File: config.mk
export PLATFORM = sky130hd
export DESIGN_NAME = bf8b_core
export DESIGN_NICKNAME = d
export VERILOG_FILES = /design/src/rtl/bf8b_pkg.sv /design/src/rtl/bf8b_regfile.sv /design/src/rtl/bf8b_core.sv
export SDC_FILE = /design/constraint.sdc
export NUM_CORES = 2
export LEC_CHECK = 0
export ABC_CLOCK_PERIOD_IN_PS = 100100
export BUFFER_PORTS_ARGS = -buffer_cell sky130_fd_sc_hd__buf_2
export CELL_PAD_IN_SITES_DETAIL_PLACEMENT = 1
export CELL_PAD_IN_SITES_GLOBAL_PLACEMENT = 1
export CORE_MARGIN = 2
export CORE_UTILIZATION = 26
export DETAILED_ROUTE_END_ITERATION = 8
export GPL_ROUTABILITY_DRIVEN = 0
export PLACE_DENSITY = 0.54
export RECOVER_POWER = 25
export SYNTH_ARGS = -nofsm -noshare
export SYNTH_HDL_FRONTEND = slang
export SYNTH_SLANG_ARGS = --single-unit
export TNS_END_PERCENT = 10
File: constraint.sdc
create_clock -name clk -period 100.1 [get_ports clk]
set_input_delay 15.015 -clock clk [delete_from_list [all_inputs] [get_ports clk]]
set_output_delay 15.015 -clock clk [all_outputs]
set_load 0.03 [all_outputs]
File: src/rtl/bf8b_pkg.sv
`default_nettype none
// +------------------------------------------------------------------+
// | bf8b_pkg : shared opcodes, funct3 codes, ALU ops and FSM states   |
// | rev 1.0                                                          |
// +------------------------------------------------------------------+
package bf8b_pkg;

  localparam logic [6:0] C_OPC_LUI    = 7'b0110111;
  localparam logic [6:0] C_OPC_AUIPC  = 7'b0010111;
  localparam logic [6:0] C_OPC_JAL    = 7'b1101111;
  localparam logic [6:0] C_OPC_JALR   = 7'b1100111;
  localparam logic [6:0] C_OPC_BRANCH = 7'b1100011;
  localparam logic [6:0] C_OPC_LOAD   = 7'b0000011;
  localparam logic [6:0] C_OPC_STORE  = 7'b0100011;
  localparam logic [6:0] C_OPC_IMM    = 7'b0010011;
  localparam logic [6:0] C_OPC_OP     = 7'b0110011;
  localparam logic [6:0] C_OPC_SYSTEM = 7'b1110011;

  localparam logic [2:0] C_F3_BEQ  = 3'b000;
  localparam logic [2:0] C_F3_BNE  = 3'b001;
  localparam logic [2:0] C_F3_BLT  = 3'b100;
  localparam logic [2:0] C_F3_BGE  = 3'b101;
  localparam logic [2:0] C_F3_BLTU = 3'b110;
  localparam logic [2:0] C_F3_BGEU = 3'b111;

  localparam logic [2:0] C_F3_LB  = 3'b000;
  localparam logic [2:0] C_F3_LH  = 3'b001;
  localparam logic [2:0] C_F3_LW  = 3'b010;
  localparam logic [2:0] C_F3_LBU = 3'b100;
  localparam logic [2:0] C_F3_LHU = 3'b101;

  localparam logic [2:0] C_F3_SB = 3'b000;
  localparam logic [2:0] C_F3_SH = 3'b001;
  localparam logic [2:0] C_F3_SW = 3'b010;

  typedef enum logic [3:0] {
    ALU_ADD, ALU_SUB, ALU_SLL, ALU_SLT, ALU_SLTU,
    ALU_XOR, ALU_SRL, ALU_SRA, ALU_OR,  ALU_AND
  } alu_op_t;

  typedef enum logic [2:0] {
    ST_FETCH, ST_EXEC, ST_MEM, ST_LOAD_WB, ST_HALT
  } state_t;

  function automatic logic [31:0] alu_eval(input alu_op_t op, input logic [31:0] a,
                                           input logic [31:0] b);
    logic [31:0] r;
    r = a + b;
    case (op)
      ALU_ADD:  r = a + b;
      ALU_SUB:  r = a - b;
      ALU_SLL:  r = a << b[4:0];
      ALU_SLT:  r = {31'b0, ($signed(a) < $signed(b))};
      ALU_SLTU: r = {31'b0, (a < b)};
      ALU_XOR:  r = a ^ b;
      ALU_SRL:  r = a >> b[4:0];
      ALU_SRA:  r = $signed(a) >>> b[4:0];
      ALU_OR:   r = a | b;
      ALU_AND:  r = a & b;
      default:  r = a + b;
    endcase
    return r;
  endfunction

endpackage
`default_nettype wire

File: src/rtl/bf8b_regfile.sv
`default_nettype none
// +------------------------------------------------------------------+
// | bf8b_regfile : REG_CNT x 32 registers, 2 async reads, 1 write     |
// | rev 1.0                                                          |
// +------------------------------------------------------------------+
module bf8b_regfile
  import bf8b_pkg::*;
#(
  parameter int M_WIDTH = 32,
  parameter int REG_CNT = 32
) (
  input  logic               clk,
  input  logic               rst,
  input  logic [4:0]         i_ra1,
  input  logic [4:0]         i_ra2,
  input  logic               i_we,
  input  logic [4:0]         i_wa,
  input  logic [M_WIDTH-1:0] i_wd,
  output logic [M_WIDTH-1:0] o_rd1,
  output logic [M_WIDTH-1:0] o_rd2
);

  logic [M_WIDTH-1:0] reg_file [REG_CNT];

  always_ff @(posedge clk or posedge rst) begin
    if (rst) begin
      for (int i = 0; i < REG_CNT; i++) reg_file[i] <= '0;
    end else if (i_we && (i_wa != 5'd0)) begin
      reg_file[i_wa] <= i_wd;
    end
  end

  assign o_rd1 = (i_ra1 == 5'd0) ? '0 : reg_file[i_ra1];
  assign o_rd2 = (i_ra2 == 5'd0) ? '0 : reg_file[i_ra2];

endmodule
`default_nettype wire

File: src/rtl/bf8b_core.sv
`default_nettype none
// +------------------------------------------------------------------+
// | bf8b_core : multi-cycle RV32I core; define BF8B_HALT_EN to make   |
// | ECALL/EBREAK halt until reset.                        rev 1.0    |
// +------------------------------------------------------------------+
module bf8b_core
  import bf8b_pkg::*;
#(
  parameter int          M_WIDTH  = 32,
  parameter int          REG_CNT  = 32,
  parameter logic [31:0] RESET_PC = 32'h0
) (
  input  logic               clk,
  input  logic               rst,
  output logic [29:0]        addr,
  input  logic [M_WIDTH-1:0] data_in,
  output logic [M_WIDTH-1:0] data_out,
  output logic [3:0]         wes
);

  state_t      r_state, w_state_nxt;
  logic [31:0] r_pc, w_pc_nxt;
  logic [31:0] r_ir;
  logic [1:0]  r_off;
  logic [29:0] r_addr, w_addr_nxt;
  logic [31:0] r_dout, w_dout_nxt;
  logic [3:0]  r_wes, w_wes_nxt;

  logic        w_rf_we;
  logic [4:0]  w_rf_wa;
  logic [31:0] w_rf_wd, w_rs1, w_rs2;

  logic [31:0] w_ins;
  logic [6:0]  w_opc;
  logic [2:0]  w_f3;
  logic [4:0]  w_rd;
  logic [31:0] w_imm_i, w_imm_s, w_imm_b, w_imm_u, w_imm_j;
  logic [31:0] w_pc_plus4, w_ea, w_alu_b, w_alu_res;
  alu_op_t     w_alu_op;
  logic        w_take;
  logic [31:0] w_st_data;
  logic [3:0]  w_st_wes;
  logic [7:0]  w_ld_byte;
  logic [15:0] w_ld_half;
  logic [31:0] w_ld_data;
  logic        w_unused_ir;

  // During EXEC the instruction is still on the read bus; IR keeps it for MEM/LOAD_WB.
  assign w_ins      = data_in;
  assign w_opc      = w_ins[6:0];
  assign w_f3       = w_ins[14:12];
  assign w_rd       = w_ins[11:7];
  assign w_imm_i    = {{20{w_ins[31]}}, w_ins[31:20]};
  assign w_imm_s    = {{20{w_ins[31]}}, w_ins[31:25], w_ins[11:7]};
  assign w_imm_b    = {{19{w_ins[31]}}, w_ins[31], w_ins[7], w_ins[30:25], w_ins[11:8], 1'b0};
  assign w_imm_u    = {w_ins[31:12], 12'b0};
  assign w_imm_j    = {{11{w_ins[31]}}, w_ins[31], w_ins[19:12], w_ins[20], w_ins[30:21], 1'b0};
  assign w_pc_plus4 = r_pc + 32'd4;
  assign w_ea       = w_rs1 + ((w_opc == C_OPC_STORE) ? w_imm_s : w_imm_i);
  assign w_alu_b    = (w_opc == C_OPC_OP) ? w_rs2 : w_imm_i;
  assign w_alu_res  = alu_eval(w_alu_op, w_rs1, w_alu_b);
  assign w_unused_ir = &{1'b0, r_ir[31:15]};

  bf8b_regfile #(
    .M_WIDTH (32),
    .REG_CNT (REG_CNT)
  ) u_rf (
    .clk   (clk),
    .rst   (rst),
    .i_ra1 (w_ins[19:15]),
    .i_ra2 (w_ins[24:20]),
    .i_we  (w_rf_we),
    .i_wa  (w_rf_wa),
    .i_wd  (w_rf_wd),
    .o_rd1 (w_rs1),
    .o_rd2 (w_rs2)
  );

  always_comb begin
    w_alu_op = ALU_ADD;
    case (w_f3)
      3'b000:  w_alu_op = ((w_opc == C_OPC_OP) && w_ins[30]) ? ALU_SUB : ALU_ADD;
      3'b001:  w_alu_op = ALU_SLL;
      3'b010:  w_alu_op = ALU_SLT;
      3'b011:  w_alu_op = ALU_SLTU;
      3'b100:  w_alu_op = ALU_XOR;
      3'b101:  w_alu_op = w_ins[30] ? ALU_SRA : ALU_SRL;
      3'b110:  w_alu_op = ALU_OR;
      default: w_alu_op = ALU_AND;
    endcase
  end

  always_comb begin
    w_take = 1'b0;
    case (w_f3)
      C_F3_BEQ:  w_take = (w_rs1 == w_rs2);
      C_F3_BNE:  w_take = (w_rs1 != w_rs2);
      C_F3_BLT:  w_take = ($signed(w_rs1) < $signed(w_rs2));
      C_F3_BGE:  w_take = !($signed(w_rs1) < $signed(w_rs2));
      C_F3_BLTU: w_take = (w_rs1 < w_rs2);
      C_F3_BGEU: w_take = !(w_rs1 < w_rs2);
      default:   w_take = 1'b0;
    endcase
  end

  // Store data is replicated across lanes so the byte enables alone pick the target.
  always_comb begin
    w_st_data = w_rs2;
    w_st_wes  = 4'b0000;
    case (w_f3)
      C_F3_SB: begin
        w_st_data = {4{w_rs2[7:0]}};
        w_st_wes  = 4'b0001 << w_ea[1:0];
      end
      C_F3_SH: begin
        w_st_data = {2{w_rs2[15:0]}};
        w_st_wes  = w_ea[1] ? 4'b1100 : 4'b0011;
      end
      C_F3_SW: w_st_wes = 4'b1111;
      default: w_st_wes = 4'b0000;
    endcase
  end

  always_comb begin
    w_ld_data = data_in;
    case (r_off)
      2'd0:    w_ld_byte = data_in[7:0];
      2'd1:    w_ld_byte = data_in[15:8];
      2'd2:    w_ld_byte = data_in[23:16];
      default: w_ld_byte = data_in[31:24];
    endcase
    w_ld_half = r_off[1] ? data_in[31:16] : data_in[15:0];
    case (r_ir[14:12])
      C_F3_LB:  w_ld_data = {{24{w_ld_byte[7]}}, w_ld_byte};
      C_F3_LH:  w_ld_data = {{16{w_ld_half[15]}}, w_ld_half};
      C_F3_LW:  w_ld_data = data_in;
      C_F3_LBU: w_ld_data = {24'b0, w_ld_byte};
      C_F3_LHU: w_ld_data = {16'b0, w_ld_half};
      default:  w_ld_data = data_in;
    endcase
  end

  always_comb begin
    w_state_nxt = r_state;
    w_pc_nxt    = r_pc;
    w_addr_nxt  = r_addr;
    w_wes_nxt   = 4'b0000;
    w_dout_nxt  = r_dout;
    w_rf_we     = 1'b0;
    w_rf_wa     = r_ir[11:7];
    w_rf_wd     = '0;
    case (r_state)
      ST_FETCH: w_state_nxt = ST_EXEC;
      ST_EXEC: begin
        w_state_nxt = ST_FETCH;
        w_pc_nxt    = w_pc_plus4;
        w_rf_wa     = w_rd;
        case (w_opc)
          C_OPC_LUI:   begin w_rf_we = 1'b1; w_rf_wd = w_imm_u; end
          C_OPC_AUIPC: begin w_rf_we = 1'b1; w_rf_wd = r_pc + w_imm_u; end
          C_OPC_JAL: begin
            w_rf_we  = 1'b1;
            w_rf_wd  = w_pc_plus4;
            w_pc_nxt = r_pc + w_imm_j;
          end
          C_OPC_JALR: begin
            w_rf_we  = 1'b1;
            w_rf_wd  = w_pc_plus4;
            w_pc_nxt = (w_rs1 + w_imm_i) & ~32'd1;
          end
          C_OPC_BRANCH: if (w_take) w_pc_nxt = r_pc + w_imm_b;
          C_OPC_IMM, C_OPC_OP: begin w_rf_we = 1'b1; w_rf_wd = w_alu_res; end
          C_OPC_LOAD:  w_state_nxt = ST_MEM;
          C_OPC_STORE: begin
            w_state_nxt = ST_MEM;
            w_dout_nxt  = w_st_data;
            w_wes_nxt   = w_st_wes;
          end
`ifdef BF8B_HALT_EN
          C_OPC_SYSTEM: begin
            if ((w_f3 == 3'b000) && (w_ins[31:21] == 11'd0) && (w_ins[19:7] == 13'd0)) begin
              w_state_nxt = ST_HALT;
              w_pc_nxt    = r_pc;
            end
          end
`endif
          default: ;
        endcase
        if (w_state_nxt == ST_MEM)        w_addr_nxt = w_ea[31:2];
        else if (w_state_nxt == ST_FETCH) w_addr_nxt = w_pc_nxt[31:2];
      end
      ST_MEM: begin
        w_addr_nxt  = r_pc[31:2];
        w_state_nxt = (r_ir[6:0] == C_OPC_LOAD) ? ST_LOAD_WB : ST_FETCH;
      end
      ST_LOAD_WB: begin
        w_rf_we     = 1'b1;
        w_rf_wd     = w_ld_data;
        w_state_nxt = ST_FETCH;
      end
      ST_HALT: w_state_nxt = ST_HALT;
      default: w_state_nxt = ST_FETCH;
    endcase
  end

  always_ff @(posedge clk or posedge rst) begin
    if (rst) r_state <= ST_FETCH;
    else     r_state <= w_state_nxt;
  end

  // Async reset on r_wes drops the enables the moment rst rises.
  always_ff @(posedge clk or posedge rst) begin
    if (rst) begin
      r_pc   <= RESET_PC;
      r_addr <= RESET_PC[31:2];
      r_wes  <= 4'b0000;
      r_dout <= '0;
      r_ir   <= '0;
      r_off  <= 2'd0;
    end else begin
      r_pc   <= w_pc_nxt;
      r_addr <= w_addr_nxt;
      r_wes  <= w_wes_nxt;
      r_dout <= w_dout_nxt;
      if (r_state == ST_EXEC) begin
        r_ir  <= data_in;
        r_off <= w_ea[1:0];
      end
    end
  end

  assign addr     = r_addr;
  assign wes      = r_wes;
  assign data_out = r_dout;

endmodule
`default_nettype wire

==> Flow_metrics.wiki <==
{| class="wikitable"
! Metric !! Value
|-
| Status || finished with violations
|-
| Violations in the final reports || max-capacitance violations, max-slew violations
|-
| Synthesized area per cell || 9.400 um2
|-
| R2r setup slk || 91950 ps
|-
| Worst setup EP type || flop
|-
| Total via count after detailed routing || approximately 70k
|-
| Netlist cell types || around 110
|-
| Max-slew violation total from the final report || around 690
|-
| Peak VDD IR || about 0.000013 V
|-
| Startpoint types || input pin
|-
| Overall global routing resource usage || about 25%
|-
| Worst hold margin || ~390 ps
|-
| Via density per instance || 5.863
|-
| CTS Buf Count || approximately 150
|-
| Capturing point of the worst reg2reg path || u_rf.reg_file[704]$_DFFE_PP0P_
|-
| Hold violation total from the final report || 0
|-
| Floorplan core area || 0.2963 mm2
|-
| Portion of the post-synthesis area used by sequential elements || 36.96%
|-
| Synthesized flop and latch total || ~1.1k
|-
| Relative area change from synthesis to final layout || 11.98%
|-
| Hold Path Origin || u_rf.reg_file[996]$_DFFE_PP0P_
|-
| Data required time of the worst path || approximately 100000 ps
|-
| Count of hold-fix buffers inserted at cts || 0
|-
| Total negative slack for setup checks || 0 ps
|-
| Number of cells on the worst reg-to-reg path || 21
|-
| Share of the core filled with cells in the final layout || a little under 30%
|-
| Share of the clock period used by the worst path || 23.44%
|-
| Number of antenna violations at the first check in global routing || 22
|-
| TritonCTS clock tree || built
|-
| FP Rows || 200
|-
| Number of global-route vias before repair || 71.33k
|-
| Remaining antenna violation count || 0
|-
| Clock transition at the registers of the reported paths || ~60 ps
|-
| Total wire length after detailed routing || 387800 um
|-
| Slowest cell on the critical path || sky130_fd_sc_hd__or4_1
|-
| Number of stages on the worst hold path || 0
|-
| Pin count of the biggest net entering global routing || around 130
|-
| Hold WC Path Type || flop to flop
|-
| Slew at the pin closest to its max-slew limit || roughly 5800 ps
|-
| Power density normalized to cell area || around 16 mW/mm2
|-
| Clock latency at the later pin of the worst-skew pair || approximately 880 ps
|-
| Type of the worst setup path || input pin to flop
|-
| Max-capacitance violation count || 12
|-
| Warning count from the yosys run || 0
|-
| Primary FF master, synth || sky130_fd_sc_hd__dfrtp_1
|-
| Final worst path period need || between 20000 and 25000 ps
|-
| Maximum buffer depth of the clock tree || 4
|-
| Count of nets after finishing || approximately 8.2k
|-
| Area enclosed by the die boundary || 0.3015 mm2
|-
| Share of layout cells above drive strength 1 || between 10% and 20%
|-
| Number of setup violations in the final report || 0
|-
| Maximum clock skew at final layout || roughly 110 ps
|-
| Critical path cell sequence || buf_6, buf_4, buf_4, nor2b_1, a22oi_1, and4_1, or4_1, nand2_2, buf_4, inv_2, ha_1, fa_1, nor2b_1, o21ai_0, a21boi_0, o211ai_1, a211o_1, a21oi_1, a21oi_1, a31o_2, and2_1, o21ai_0, a31o_2, o21ai_0
|-
| Share of synthesized flip-flops with an asynchronous set or reset || 100.0%
|-
| Cell Area, Synth || about 0.077 mm2
|-
| Hold endpoint || u_rf.reg_file[996]$_DFFE_PP0P_
|-
| First-iteration detailed-routing DRC count || 7001
|-
| Delay of the slowest critical-path stage || approximately 920 ps
|-
| Number of enable flip-flop cells after synthesis || 0
|-
| Remaining DRCs || 0
|-
| Count of port buffers added during placement || 99
|-
| Cell chosen for the clock root || sky130_fd_sc_hd__clkbuf_16
|-
| Drt first pass iters || 6
|-
| Peak Freq || roughly 43 MHz
|-
| Sink Count || between 1k and 1.5k
|-
| Syn Nets || 8478
|-
| Estimated wirelength of the detail-placed design || 258400 um
|-
| Die Height || between 500 and 600 um
|-
| Setup repair after global routing missed its margin || no
|-
| Reg2Reg Launch Point || u_rf.reg_file[128]$_DFFE_PP0P_
|-
| Final global-route overflow total || 0
|-
| Die X || between 500 and 600 um
|-
| Worst relative slew slack || -286.1%
|-
| Largest fanout on the critical path || a little over 40
|-
| Number of cells upsized or downsized after cts || 0
|-
| Leakage power || between 30 and 40 nW
|-
| Starting density of the core || between 20% and 30%
|-
| Maximum level of the CTS H-tree || 4
|-
| Cells after synthesis || ~8.2k
|-
| Routed length per instance || 32.35 um
|-
| Number of top-level design ports || 100
|-
| Post-CTS Setup Inserts || 0
|-
| Arr. time, crit path || between 20000 and 25000 ps
|-
| First-pass GRT wire length || roughly 550000 um
|}
routing by layer:
metal	vias up	global-route usage [%]	share of wire (%)
met5	-	0	0.021
met4	12	13.09	6.1
met3	853	4.471	7.2
met2	2883	39.98	45
met1	36692	32.36	41
li1	29840	-	-
where the power goes:
| group | leakage [nW] | switching (mW) | internal [mW] |
|---|---|---|---|
| clock network | 2.28 | 0.219 | 0.317 |
| registers | 15.8 | 0.0224 | 0.474 |
| logic | 18.1 | 0.213 | 0.100 |
| total | 36.2 | 0.455 | 0.891 |
kinds of logic after synthesis:
family	synth area share [%]
multiplexers	19.50
adder cells (fa/ha/maj)	3.728
XOR/XNOR	2.120
flip-flops	36.96
AO/OA/AOI/OAI	20.69
buffers and inverters	5.186
AND/OR/NAND/NOR	11.82
critical path, delay by kind of cell:
family                   cells  cell delay (ps)
AND/OR/NAND/NOR              6             2180
AO/OA/AOI/OAI               11             4060
buffers and inverters        5             1960
adder cells (fa/ha/maj)      2              750
layout by cell type (no fill, tap or decap), types with 39 or more instances in the layout:
cell,netlist,layout
sky130_fd_sc_hd__mux2i_1,453,453
sky130_fd_sc_hd__nand3_1,80,79
sky130_fd_sc_hd__o211ai_1,39,39
sky130_fd_sc_hd__a22oi_1,138,138
sky130_fd_sc_hd__clkbuf_16,0,149
sky130_fd_sc_hd__nor3_1,123,116
sky130_fd_sc_hd__buf_4,32,245
sky130_fd_sc_hd__a31oi_1,45,41
sky130_fd_sc_hd__nand2_1,1244,1211
sky130_fd_sc_hd__o21a_1,61,61
sky130_fd_sc_hd__xnor2_1,142,142
sky130_fd_sc_hd__inv_1,143,141
sky130_fd_sc_hd__nand4_1,84,84
sky130_fd_sc_hd__a21oi_1,451,447
sky130_fd_sc_hd__nor2b_1,44,41
sky130_fd_sc_hd__o21ai_0,457,450
sky130_fd_sc_hd__o31ai_1,56,55
sky130_fd_sc_hd__buf_2,119,81
sky130_fd_sc_hd__a22o_1,41,41
sky130_fd_sc_hd__o21ai_1,684,689
sky130_fd_sc_hd__a211oi_1,64,64
sky130_fd_sc_hd__o22ai_1,101,100
sky130_fd_sc_hd__clkbuf_1,557,59
sky130_fd_sc_hd__mux2_2,189,189
sky130_fd_sc_hd__nor2_1,348,337
sky130_fd_sc_hd__ha_1,219,219
sky130_fd_sc_hd__mux4_2,358,358
sky130_fd_sc_hd__xor2_1,45,45
sky130_fd_sc_hd__dfrtp_1,1141,1141
sky130_fd_sc_hd__a21o_1,71,71
sky130_fd_sc_hd__o221ai_1,130,129
cells in the mapped netlist, drive strengths merged (15+ instances only):
cell type | number | area [um2]
a211o | 16 | 140.1
a211oi | 65 | 493.0
a21o | 71 | 533.0
a21oi | 454 | 2283
a221o | 16 | 160.2
a221oi | 21 | 207.7
a222oi | 19 | 190.2
a22o | 41 | 359.1
a22oi | 141 | 1074
a31oi | 47 | 315.3
and2 | 19 | 118.9
and3 | 26 | 162.7
buf | 219 | 1339
clkbuf | 557 | 2091
dfrtp | 1141 | 28550
ha | 219 | 2740
inv | 150 | 565.5
mux2 | 218 | 2455
mux2i | 454 | 4548
mux4 | 358 | 8063
nand2 | 1245 | 4676
nand2b | 31 | 193.9
nand3 | 80 | 400.4
nand4 | 84 | 525.5
nor2 | 350 | 1329
nor2b | 44 | 275.3
nor3 | 127 | 661.9
nor4 | 21 | 158.9
o211ai | 39 | 292.8
o21a | 61 | 457.9
o21ai | 1141 | 5710
o21bai | 37 | 277.8
o221ai | 131 | 1154
o22ai | 101 | 631.9
o31ai | 56 | 420.4
or2 | 15 | 93.84
or3 | 20 | 125.1
xnor2 | 142 | 1244
xor2 | 45 | 394.1
area by class of cell:
cell class	count	area (um2)
Inverter	153	580.6
Sequential cell	1141	28550
Clock buffer	211	4222
Fill cell	33882	209800
Clock inverter	32	432.9
Antenna cell	6	15.01
Timing Repair Buffer	358	2476
Multi-Input combinational cell	6148	45300
Tap cell	3939	4928
worst max path at each step:
stage | from | to | slack (ps) | depth (start not counted)
2_1_floorplan | rst | addr[0]$_DFFE_PP0P_ | 52950 | 1
3_3_place_gp | data_in[22] | u_rf.reg_file[704]$_DFFE_PP0P_ | 76390 | 24
3_5_place_dp | data_in[22] | u_rf.reg_file[704]$_DFFE_PP0P_ | 76300 | 24
4_1_cts | data_in[22] | u_rf.reg_file[704]$_DFFE_PP0P_ | 77160 | 24
5_1_grt | data_in[22] | u_rf.reg_file[704]$_DFFE_PP0P_ | 76570 | 24
6_report | data_in[22] | u_rf.reg_file[704]$_DFFE_PP0P_ | 76640 | 24
per-stage QoR:
step	worst slack, ps	instance area (um2)	total power [mW]	std cells
3_5_place_dp	76300	81900	0.8115	11739
6_report	76640	86510	1.346	11988
3_3_place_gp	76390	81880	0.8060	11738
2_1_floorplan	52950	77250	0.6994	8218
5_1_grt	76570	86500	1.395	11984
4_1_cts	77160	86560	1.353	11982
state kept, by name, summed over array words and instances (netlist names):
signal	cells
addr	30
data_out	32
r_ir	15
r_off	2
r_pc	31
r_state	3
u_rf.reg_file	1024
wes	4
Power figures use the tool's default switching activity.
